`src/rtl/fp16_divider.sv`:
```
// Iterative FP16 divider: restoring mantissa division at one quotient bit per clock, truncating and flush-to-zero.
// Done pulses 13 cycles after an accepted start (2 for special operands); start is ignored while busy.
module fp16_divider #(
  parameter int          QBITS    = 12,
  parameter logic [15:0] NAN_CODE = 16'h7E00
) (
  input  logic        clk,
  input  logic        rst_n,
  input  logic        start,
  input  logic [15:0] a,
  input  logic [15:0] b,
  output logic        busy,
  output logic        done,
  output logic [15:0] result,
  output logic        div_by_zero,
  output logic        overflow,
  output logic        underflow,
  output logic        invalid
);

  typedef enum logic [1:0] {IDLE = 2'd0, DIV = 2'd1, SPECIAL = 2'd2, PACK = 2'd3} state_t;

  state_t state, state_nxt;

  logic [15:0]      op_a, op_b;
  logic [11:0]      rem;
  logic [10:0]      dvs;
  logic [10:0]      rem_sub;
  logic [QBITS-1:0] q;
  logic [3:0]       cnt;
  logic             sp_path;
  logic [15:0]      sp_res, sp_res_nxt;
  logic             sp_dbz, sp_dbz_nxt, sp_inv, sp_inv_nxt;
  logic             special_in, ge, sgn;
  logic signed [6:0] e_raw, e_out;
  logic [9:0]       frac;
  logic             pk_ovf, pk_unf;

  function automatic logic is_zero(input logic [4:0] e);
    return e == 5'd0;
  endfunction

  function automatic logic is_inf(input logic [4:0] e, input logic [9:0] m);
    return (e == 5'h1F) && (m == 10'd0);
  endfunction

  function automatic logic is_nan(input logic [4:0] e, input logic [9:0] m);
    return (e == 5'h1F) && (m != 10'd0);
  endfunction

  // Zero (incl. subnormal), infinity and NaN operands all bypass the divide loop.
  always_comb begin
    special_in = (a[14:10] == 5'd0) || (a[14:10] == 5'h1F) ||
                 (b[14:10] == 5'd0) || (b[14:10] == 5'h1F);
  end

  always_comb begin
    sgn        = op_a[15] ^ op_b[15];
    sp_res_nxt = {sgn, 15'h0000};
    sp_dbz_nxt = 1'b0;
    sp_inv_nxt = 1'b0;
    if (is_nan(op_a[14:10], op_a[9:0]) || is_nan(op_b[14:10], op_b[9:0]) ||
        (is_zero(op_a[14:10]) && is_zero(op_b[14:10])) ||
        (is_inf(op_a[14:10], op_a[9:0]) && is_inf(op_b[14:10], op_b[9:0]))) begin
      sp_res_nxt = NAN_CODE;
      sp_inv_nxt = 1'b1;
    end else if (is_inf(op_a[14:10], op_a[9:0])) begin
      sp_res_nxt = {sgn, 5'h1F, 10'h000};
    end else if (is_inf(op_b[14:10], op_b[9:0]) || is_zero(op_a[14:10])) begin
      sp_res_nxt = {sgn, 15'h0000};
    end else begin
      sp_res_nxt = {sgn, 5'h1F, 10'h000};
      sp_dbz_nxt = 1'b1;
    end
  end

  always_comb begin
    ge      = rem >= {1'b0, dvs};
    rem_sub = 11'(rem - {1'b0, dvs});
    e_raw   = $signed({2'b00, op_a[14:10]}) - $signed({2'b00, op_b[14:10]}) + 7'sd15;
    if (q[QBITS-1]) begin
      e_out = e_raw;
      frac  = q[10:1];
    end else begin
      e_out = e_raw - 7'sd1;
      frac  = q[9:0];
    end
    pk_ovf = e_out >= 7'sd31;
    pk_unf = e_out <= 7'sd0;
  end

  always_ff @(posedge clk or negedge rst_n) begin
    if (!rst_n) state <= IDLE;
    else        state <= state_nxt;
  end

  always_comb begin
    state_nxt = state;
    case (state)
      IDLE:    if (start) state_nxt = special_in ? SPECIAL : DIV;
      DIV:     if (cnt == 4'(QBITS - 1)) state_nxt = PACK;
      SPECIAL: state_nxt = PACK;
      PACK:    state_nxt = IDLE;
      default: state_nxt = IDLE;
    endcase
  end

  always_ff @(posedge clk or negedge rst_n) begin
    if (!rst_n) begin
      op_a        <= '0;
      op_b        <= '0;
      rem         <= '0;
      dvs         <= '0;
      q           <= '0;
      cnt         <= '0;
      sp_path     <= 1'b0;
      sp_res      <= '0;
      sp_dbz      <= 1'b0;
      sp_inv      <= 1'b0;
      busy        <= 1'b0;
      done        <= 1'b0;
      result      <= '0;
      div_by_zero <= 1'b0;
      overflow    <= 1'b0;
      underflow   <= 1'b0;
      invalid     <= 1'b0;
    end else begin
      done <= 1'b0;
      case (state)
        IDLE: begin
          if (start) begin
            op_a        <= a;
            op_b        <= b;
            rem         <= {2'b01, a[9:0]};
            dvs         <= {1'b1, b[9:0]};
            q           <= '0;
            cnt         <= '0;
            sp_path     <= special_in;
            busy        <= 1'b1;
            div_by_zero <= 1'b0;
            overflow    <= 1'b0;
            underflow   <= 1'b0;
            invalid     <= 1'b0;
          end
        end
        DIV: begin
          rem <= ge ? {rem_sub, 1'b0} : {rem[10:0], 1'b0};
          q   <= {q[QBITS-2:0], ge};
          cnt <= cnt + 4'd1;
        end
        SPECIAL: begin
          sp_res <= sp_res_nxt;
          sp_dbz <= sp_dbz_nxt;
          sp_inv <= sp_inv_nxt;
        end
        PACK: begin
          done <= 1'b1;
          busy <= 1'b0;
          if (sp_path) begin
            result      <= sp_res;
            div_by_zero <= sp_dbz;
            invalid     <= sp_inv;
          end else begin
            overflow  <= pk_ovf;
            underflow <= pk_unf;
            if (pk_ovf)      result <= {sgn, 5'h1F, 10'h000};
            else if (pk_unf) result <= {sgn, 15'h0000};
            else             result <= {sgn, e_out[4:0], frac};
          end
        end
        default: ;
      endcase
    end
  end

endmodule
```
`config.mk`:
```
export PLATFORM = sky130hd
export DESIGN_NAME = fp16_divider
export DESIGN_NICKNAME = d
export VERILOG_FILES = /design/src/rtl/fp16_divider.sv
export SDC_FILE = /design/constraint.sdc
export NUM_CORES = 1
export LEC_CHECK = 0
export ABC_AREA = 1
export BUFFER_PORTS_ARGS = -buffer_cell sky130_fd_sc_hd__buf_2
export CORE_MARGIN = 8
export CORE_UTILIZATION = 53
export CTS_CLUSTER_SIZE = 25
export DETAILED_ROUTE_END_ITERATION = 7
export PLACE_DENSITY = 0.74
export SYNTH_ARGS = -nofsm -noshare
export SYNTH_HDL_FRONTEND = slang
export SYNTH_SLANG_ARGS = --single-unit
```
`constraint.sdc`:
```
create_clock -name clk -period 3.75 [get_ports clk]
set_input_delay 0.1875 -clock clk [delete_from_list [all_inputs] [get_ports clk]]
set_output_delay 0.1875 -clock clk [all_outputs]
set_load 0.005 [all_outputs]
```
==> results_dict.tcl, run 1 <==
set metrics [dict create \
    crit_family "simple AND/OR/NAND/NOR gates" \
    ant_nets 0 \
    hold_path_depth 3 \
    yosys.cell_types.count 39 \
    synth_seq_cells 90 \
    grtUsageMet3_pct 4.70 \
    clockRootBuffer "clkbuf_8" \
    hp-class "primary input to flop" \
    min_to "op_a[15]$_DFFE_PN0P_" \
    globalplace.congestion 0.941 \
    rr_endpoint "result[8]$_DFFE_PN0P_" \
    cpPeakStageDelay_ns 0.54 \
    clockBufferDepth 2 \
    dieArea_um2 13000 \
    dr.first_iter.drc_count 235 \
    max_slew_margin_pct 37.0 \
    reg2reg_from "op_a[10]$_DFFE_PN0P_" \
    fin_nets 778 \
    row_count 35 \
    cpMaxStageDelayCell "nor2_1" \
    yosys_warnings 0 \
    syn2layout_area_growth_pct 12.5 \
    crit_chain "inv_1 > ha_1 > inv_1 > fa_1 > inv_1 > ha_1 > nand3b_1 > nand2_2 > nor2_1 > nand3_1 > inv_1 > nand2_2 > o21ai_2 > nor2_1 > nand4_1 > nand2_1" \
    synth_area_leaders "dfrtp_1, nand2_1, inv_1, o21ai_0, ha_1" \
    maxCapViolCount 0 \
    syn_nets 724 \
    tns_ns 0 \
    vias_per_cell 5.33 \
    syn_area_um2 5080 \
    async_flop_share_pct 100 \
    hpwl_um 8620 \
    cts_hold_buf 1 \
    worstPathArrival_ns 3.24 \
    vias 4537 \
    cts_buffers 9 \
    num-fill-cells 844 \
    drive_gt1_share_pct 12.7 \
    criticalPathCategory "flop to flop" \
    period_share_pct 78.4 \
    worstHoldStart "a[15]" \
    fin_util_pct 61.6 \
    status "finished clean" \
    synth_edf_count 0 \
    die_w_um 114 \
    regToRegSetupSlack_ns 0.81 \
    netlist.area_leader.share_pct 44.3 \
    crit_path_end_kind "flop" \
    clock_skew_ns 0.0118 \
    synth_seq_area_share_pct 44.3 \
    path_buf_inv 4 \
    cts_sinks 90 \
    wl_per_cell_um 13.8 \
    post-route-drc-count 0 \
    cts-resized-gates 0 \
    avgSynthCellArea_um2 7.67 \
    core_um2 9280 \
    drtPass1Iterations 5 \
    hold_ws_ns 0.0258 \
    clk_latency_ns 0.36 \
    cts_max_level 3 \
    cts.clk_slew.worst_paths_ns 0.09 \
    cts_tree "done" \
    grt_pass1_vias 4315 \
    crit_top_cell "inv_1" \
    timing.final.crit_period_ns 2.94 \
    die_h_um 114 \
    worstRegToRegCells 16 \
    setup_viol 0 \
    grt_usage_pct 18.7 \
    hold_viol 0 \
    io_buffers 56 \
    use_met2_pct 30.9 \
    synth_cells 663 \
    top_usage_layer "met2" \
    critPathRequiredTime_ns 4.05 \
    worst_pin_slew_ns 0.934 \
    rsz0062_at_grt "no" \
    grt-ovfl-total 0 \
    io_pins 57 \
    fmaxAchievable_ghz 0.340 \
    slew_viol_final 0 \
    cp_max_fo 11 \
    initial_core_util_pct 54.8 \
    synthFlopType "dfrtp_1" \
    grt_pass1_wl_um 19900 \
    post_cts_buffers 0 \
    wl_um 11700 \
    start_kind "flop" \
    antenna_found_initial 0 \
    grt_max_degree 61 \
    gr-usage-met1_pct 23.1 \
    synth_top_area_cell "dfrtp_1" \
    num_antenna_cells 0 \
]
placed cells by master (no fill, tap or decap), types with 2 or more instances in the layout:
cell / Yosys / layout
xor2_1: 6 / 6
nor3_1: 8 / 8
o21ai_2: 1 / 2
nor2_1: 36 / 36
o31ai_1: 2 / 2
a21oi_1: 43 / 43
fa_1: 2 / 2
inv_6: 0 / 2
bufinv_16: 0 / 2
nand2_1: 171 / 171
buf_4: 2 / 5
ha_1: 24 / 24
nand3_1: 38 / 38
o22ai_1: 16 / 16
inv_2: 6 / 6
dfrtp_1: 90 / 90
clkinv_1: 2 / 2
buf_2: 2 / 55
nand2_2: 5 / 5
xnor2_1: 4 / 4
clkbuf_8: 0 / 9
inv_1: 89 / 89
nand4_1: 17 / 17
o21ai_0: 65 / 65
o211ai_1: 3 / 3
state kept, by name, indices dropped and copies added, names as in the netlist:
signal	count
underflow	1
op_a	16
overflow	1
invalid	1
dvs	1
state	2
sp_path	1
div_by_zero	1
op_b	16
sp_res	3
q	12
rem	12
busy	1
sp_dbz	1
done	1
cnt	4
result	16
cells in the mapped netlist (3+ instances only):
library cell and instances:
nand2_2 5, a21oi_1 43, clkbuf_1 14, nand4_1 17
inv_2 6, nor3_1 8, xor2_1 6, nand3_1 38
dfrtp_1 90, o211ai_1 3, inv_1 89, o21ai_0 65
nand2_1 171, xnor2_1 4, o22ai_1 16, nor2_1 36
ha_1 24
worst register-to-register path, stage by stage, from the launching register on:
cell      delay [ns]
dfrtp_1         0.40
inv_1           0.10
ha_1            0.15
inv_1           0.07
fa_1            0.48
inv_1           0.07
ha_1            0.19
nand3b_1        0.17
nand2_2         0.10
nor2_1          0.04
nand3_1         0.09
inv_1           0.06
nand2_2         0.07
o21ai_2         0.09
nor2_1          0.54
nand4_1         0.19
nand2_1         0.10
cells by family after synthesis:
family          count (synthesis)  synth area share, %
flops                          90                 44.3
xor+xnor                       10                 1.72
buf+inv                       115                 8.69
compound gates                142                 15.4
fa+ha+maj                      26                 6.69
simple gates                  280                 23.3
stage by stage:
step / std cells / setup WS (ns) / instance area, um2
after floorplan: 663 / 1.27 / 5080
after global placement: 834 / 0.973 / 5490
after detailed placement: 834 / 0.816 / 5490
after CTS: 851 / 0.797 / 5720
after global routing: 851 / 0.431 / 5720
final: 851 / 0.809 / 5720
worst max path at each step:
stage,slack (ns),startpoint,depth (start not counted),end
6_report,0.81,op_a[10]$_DFFE_PN0P_,16,result[8]$_DFFE_PN0P_
2_1_floorplan,1.27,op_a[10]$_DFFE_PN0P_,18,result[0]$_DFFE_PN0P_
5_1_grt,0.43,op_a[10]$_DFFE_PN0P_,16,result[3]$_DFFE_PN0P_
4_1_cts,0.80,op_a[10]$_DFFE_PN0P_,16,result[8]$_DFFE_PN0P_
3_3_place_gp,0.97,op_a[10]$_DFFE_PN0P_,16,result[3]$_DFFE_PN0P_
3_5_place_dp,0.82,op_a[10]$_DFFE_PN0P_,16,result[8]$_DFFE_PN0P_
per-layer routing:
metal  wire [um]  up-vias
met4         290        0
met2        5510      130
met5           0        -
li1            -     2284
met3         686       23
met1        5260     2100
cell type report:
class	count	area, um2	area share, %
clock buffers	9	124	2.17
clock inverters	7	98.8	1.73
inverters	97	364	6.37
multi-input cells	458	2390	41.9
flip-flops and latches	90	2250	39.4
well taps	129	161	2.82
repair buffers	61	323	5.65
Power of run 1 is not shown: default switching activity piles up to over one toggle a cycle in this logic, so the estimate is an artifact.
==> run 2, diff against run 1 <==
Settings changed: PLACE_DENSITY 0.74 to 0.77.
Clock period 3.75 ns to 2.4 ns, I/O delays scaled along.
==> run 2 against run 1 <==
Against the previous run:
- the flow now finishes with violations (negative setup slack)
- core utilization is 6.4 points higher
- die area stayed put
- sequential cell count stayed put
- via count is 5.0% higher
- setup slack worse by 1.1 ns
- sequential share of layout area is 3.7 points lower
- hold slack worse by 0.0074 ns
- routed wire length is 8.4% higher
- clock skew is 0.0037 ns higher
- clock-buffer cell count stayed put
- non-clock buffer count is 50 higher
- register-to-register slack worse by 1.1 ns
==> results_dict.tcl, run 2 (synthesis results as in run 1) <==
set metrics [dict create \
    slew_viol_final 0 \
    maxCapViolCount 0 \
    violations "negative setup slack" \
    dieArea_um2 13000 \
    cts.clk_slew.worst_paths_ns 0.10 \
    critPathRequiredTime_ns 2.66 \
    grt_pass1_vias 4615 \
    crit_path_end_kind "flop" \
    ant_nets 0 \
    hold_path_depth 3 \
    rr_endpoint "result[12]$_DFFE_PN0P_" \
    vias_per_cell 5.28 \
    wl_per_cell_um 14.1 \
    design_area_um2 6320 \
    start_kind "flop" \
    grt-ovfl-total 0 \
    fmaxAchievable_ghz 0.378 \
    dp.cells 856 \
    grt_usage_pct 20.2 \
    cts_tree "done" \
    clock_skew_ns 0.0156 \
    num-fill-cells 780 \
    worst_slack_ns -0.248 \
    grt_max_degree 52 \
    drtPass1Iterations 5 \
    placed_area_um2 5710 \
    status "finished, violations left" \
    io_buffers 56 \
    drive_gt1_share_pct 18.4 \
    die_w_um 114 \
    vias 4765 \
    regToRegSetupSlack_ns -0.25 \
    timing.final.crit_period_ns 2.65 \
    path_buf_inv 4 \
    fin_nets 829 \
    hold_viol 0 \
    multi_input_area_um2 2520 \
    criticalPathCategory "flop to flop" \
    cts_max_level 3 \
    hpwl_um 8810 \
    worst_pin_slew_ns 0.832 \
    crit_family "simple AND/OR/NAND/NOR gates" \
    clk_latency_ns 0.37 \
    cp_max_fo 12 \
    hp-class "primary input to flop" \
    initial_core_util_pct 54.8 \
    crit_chain "inv_2 > ha_4 > inv_2 > fa_1 > inv_2 > ha_4 > nand3b_1 > nand2_2 > nor2_1 > nand3_1 > inv_1 > nand2_2 > nand2_2 > nor2_4 > nand2_4 > nand3_2 > nand2_1 > nand2_1 > nand2_1" \
    grt_pass1_wl_um 21300 \
    min_to "op_a[0]$_DFFE_PN0P_" \
    num_antenna_cells 0 \
    post-route-drc-count 0 \
    row_count 35 \
    largest_registers "op_a: 16 flops, op_b: 16 flops, result: 16 flops" \
    worstPathArrival_ns 2.90 \
    rsz0062_at_grt "yes" \
    max_slew_margin_pct 43.8 \
    dr.first_iter.drc_count 348 \
    clockBufferDepth 2 \
    final_common_cell "nand2_1" \
    final_cell_mix "nand2_1, dfrtp_1, inv_1" \
    globalplace.congestion 0.911 \
    clockRootBuffer "clkbuf_8" \
    cts_sinks 90 \
    instances_no_fill 902 \
    setup_viol 17 \
    cpPeakStageDelay_ns 0.51 \
    worstRegToRegCells 19 \
    die_h_um 114 \
    cts_buffers 9 \
    register_area_um2 2250 \
    tns_ns -2.96 \
    core_um2 9280 \
    cpMaxStageDelayCell "fa_1" \
    wl_um 12700 \
    syn2layout_area_growth_pct 24.2 \
    antenna_found_initial 0 \
    reg2reg_from "op_a[10]$_DFFE_PN0P_" \
    io_pins 57 \
    worstHoldStart "a[0]" \
    period_share_pct 110 \
]
## run 2: worst reg2reg max path, cell delays in order, from the launching register on
cell and delay (ns):
dfrtp_1 0.41, inv_2 0.09, ha_4 0.12, inv_2 0.03, fa_1 0.51, inv_2 0.06, ha_4 0.15, nand3b_1 0.16
nand2_2 0.10, nor2_1 0.05, nand3_1 0.09, inv_1 0.06, nand2_2 0.10, nand2_2 0.09, nor2_4 0.14, nand2_4 0.12
nand3_2 0.08, nand2_1 0.06, nand2_1 0.07, nand2_1 0.05
## run 2: worst max-delay path by stage
stage / start / to / slack [ns] / cells past startpoint
after floorplan: op_a[10]$_DFFE_PN0P_ / result[0]$_DFFE_PN0P_ / -0.01 / 18
after global routing: op_a[10]$_DFFE_PN0P_ / result[12]$_DFFE_PN0P_ / -0.37 / 18
after detailed placement: op_a[10]$_DFFE_PN0P_ / result[6]$_DFFE_PN0P_ / -0.44 / 16
after global placement: op_a[10]$_DFFE_PN0P_ / result[2]$_DFFE_PN0P_ / -0.31 / 16
after CTS: op_a[10]$_DFFE_PN0P_ / result[10]$_DFFE_PN0P_ / -0.21 / 18
final: op_a[10]$_DFFE_PN0P_ / result[12]$_DFFE_PN0P_ / -0.25 / 19
## run 2: layout make-up
cell class,count,area share (%)
Clock buffer,9,1.96
Inverter,97,5.76
Sequential cell,90,35.7
Clock inverter,7,1.51
Timing Repair Buffer,111,12.7
Multi-Input combinational cell,459,39.9
Tap cell,129,2.56
## run 2: routing by layer
metal	up-vias	wire (um)	track usage (%)
met3	23	762	4.07
met5	-	0	0
met4	0	261	7.81
met1	2205	5640	25.0
li1	2389	-	-
met2	148	6080	34.0
## run 2: repair_timing
item                                    CTS  global route
pin swaps                                 8             6
cloned                                    0             2
endpoints found under the setup margin   18            27
resized for setup                        13            11
hold endpoints to repair                 61             0
setup buffers                             2             3
hold buffers                             23             0
## run 2: stage by stage
step	worst slack (ns)	util [%]	hold WS, ns
finish	-0.248	68.0	0.0184
global route	-0.373	68.0	0.000351
CTS	-0.205	67.0	0.00128
detailed placement	-0.442	61.5	0.140
global placement	-0.308	61.5	0.134
floorplan	-0.0105	-	-0.176
Power of run 2 is left out for the same reason.
==> run 3, diff against run 2 <==
==> constraint.sdc (replaced) <==
create_clock -name clk -period 2.4 [get_ports clk]
set_input_delay 0.48 -clock clk [delete_from_list [all_inputs] [get_ports clk]]
set_output_delay 0.48 -clock clk [all_outputs]
set_load 0.005 [all_outputs]
==> run 3 against run 2 <==
Against the previous run:
- the flow still finishes with violations (negative setup slack)
- non-clock buffer count decreased by 12
- design area decreased by 0.42%
- die area unchanged
- critical path depth unchanged
- cell count decreased by 1.1%
==> results_dict.tcl, run 3 (synthesis results as in run 1) <==
set metrics [dict create \
    setup_viol 17 \
    dieArea_um2 13000 \
    critPathRequiredTime_ns 2.64 \
    maxCapViolCount 0 \
    io_buffers 56 \
    vias 4866 \
    dpl_worst_slack_ns -0.446 \
    globalplace.congestion 0.919 \
    timing.final.crit_period_ns 2.68 \
    gr-usage-met1_pct 24.2 \
    register_area_um2 2250 \
    cts.clk_slew.worst_paths_ns 0.09 \
    die_w_um 114 \
    rsz0062_at_grt "yes" \
    clk_latency_ns 0.37 \
    grt_max_degree 55 \
    worstPathArrival_ns 2.92 \
    cp_max_fo 5 \
    worst_pin_slew_ns 0.515 \
    start_kind "flop" \
    use_met2_pct 34.7 \
    instances_no_fill 892 \
    grt-ovfl-total 0 \
    cts_max_level 3 \
    hold_ws_ns 0.0880 \
    crit_path_end_kind "flop" \
    initial_core_util_pct 54.8 \
    row_count 35 \
    cts_buffers 9 \
    period_share_pct 112 \
    status "finished, violations left" \
    clockBufferDepth 2 \
    hpwl_um 9170 \
    clockRootBuffer "clkbuf_8" \
    wl_per_cell_um 14.6 \
    largest_registers "op_a: 16 flops, op_b: 16 flops, result: 16 flops" \
    post-route-drc-count 0 \
    syn2layout_area_growth_pct 23.7 \
    fin_nets 819 \
    final_common_cell "nand2_1" \
    multi_input_area_um2 2610 \
    grt_pass1_wl_um 21500 \
    die_h_um 114 \
    drtPass1Iterations 5 \
    vias_per_cell 5.46 \
    antenna_found_initial 0 \
    drive_gt1_share_pct 22.7 \
    grt_pass1_vias 4704 \
    clock_skew_ns 0.0134 \
    criticalPathCategory "flop to flop" \
    io_pins 57 \
    top_usage_layer "met2" \
    num-fill-cells 769 \
    dr.first_iter.drc_count 349 \
    grt_usage_pct 20.4 \
    max_slew_margin_pct 65.7 \
    hp-class "primary input to async pin" \
    ant_nets 0 \
    hold_viol 0 \
    cts_tree "done" \
    num_antenna_cells 0 \
    final_cell_mix "nand2_1, dfrtp_1, inv_1" \
    cts_sinks 90 \
    core_um2 9280 \
    fmaxAchievable_ghz 0.373 \
    grtUsageMet3_pct 4.70 \
    wl_um 13000 \
    violations "negative setup slack" \
    slew_viol_final 0 \
    cts_hold_buf 0 \
    worst_slack_ns -0.282 \
    dp.cells 862 \
]
==> run 3: cell count changes in the layout (fill, tap and decap cells not counted), moves of 3 or more <==
cell,before,now
nor2_1,34,31
nand2_1,164,156
buf_4,29,36
dlygate4sd3_1,23,0
nand3_1,35,32
nand3_2,4,7
nand2_2,9,17
==> run 3: area by class of cell <==
type,instances,share of cell area (%)
clock inverters,6,1.15
inverters,97,5.87
well taps,129,2.57
multi-input cells,460,41.4
flip-flops and latches,90,35.8
clock buffers,10,2.19
repair buffers,99,10.9
repair inverters,1,0.119
==> run 3: per-stage QoR <==
step | cell area [um2] | TNS [ns] | utilization [%]
global route | 6290 | -6.30 | 67.7
global placement | 5750 | -3.89 | 61.9
CTS | 6140 | -2.27 | 66.2
floorplan | 5120 | -0.105 | -
finish | 6290 | -3.74 | 67.7
detailed placement | 5750 | -5.49 | 61.9
==> run 3: repair_timing <==
| item | 4_1_cts | 5_1_grt |
|---|---|---|
| pin swaps | 19 | 15 |
| cloned | 2 | 2 |
| gates resized for setup | 19 | 32 |
| setup buffers | 9 | 1 |
| setup endpoints to repair | 17 | 27 |
==> run 3: routing by layer <==
layer	routed length [um]	share of wire, %	up-vias
li1	-	-	2378
met2	6450	50	147
met5	0	0	-
met4	319	2.5	0
met1	5570	43	2312
met3	670	5.2	29
==> run 3: final timing paths <==
path | end | slack [ns] | cells past startpoint | start
setup / recovery | result[11]$_DFFE_PN0P_ | -0.28 | 19 | op_a[10]$_DFFE_PN0P_
hold reg to reg | result[8]$_DFFE_PN0P_ | 0.48 | 2 | result[8]$_DFFE_PN0P_
setup reg to reg | result[11]$_DFFE_PN0P_ | -0.28 | 19 | op_a[10]$_DFFE_PN0P_
hold / removal | op_b[15]$_DFFE_PN0P_ | 0.09 | 1 | rst_n
min in group clk | op_a[15]$_DFFE_PN0P_ | 0.31 | 3 | a[15]
max in group asynchronous | sp_dbz$_DFFE_PN0N_ | 1.68 | 2 | rst_n
==> run 3: worst max-delay path, stage by stage (launching register included) <==
cell      delay [ns]
dfrtp_1         0.40
inv_2           0.08
ha_4            0.12
inv_2           0.03
fa_1            0.44
inv_2           0.11
ha_4            0.14
nand3b_1        0.11
nand2_2         0.10
nor2_2          0.10
nand3_2         0.09
buf_4           0.15
nand2_2         0.07
nand2_2         0.09
nand2_2         0.10
nand2_4         0.09
nand2_2         0.13
nand2_1         0.07
nand2_1         0.06
nand3_1         0.07
Power of run 3 is left out for the same reason.
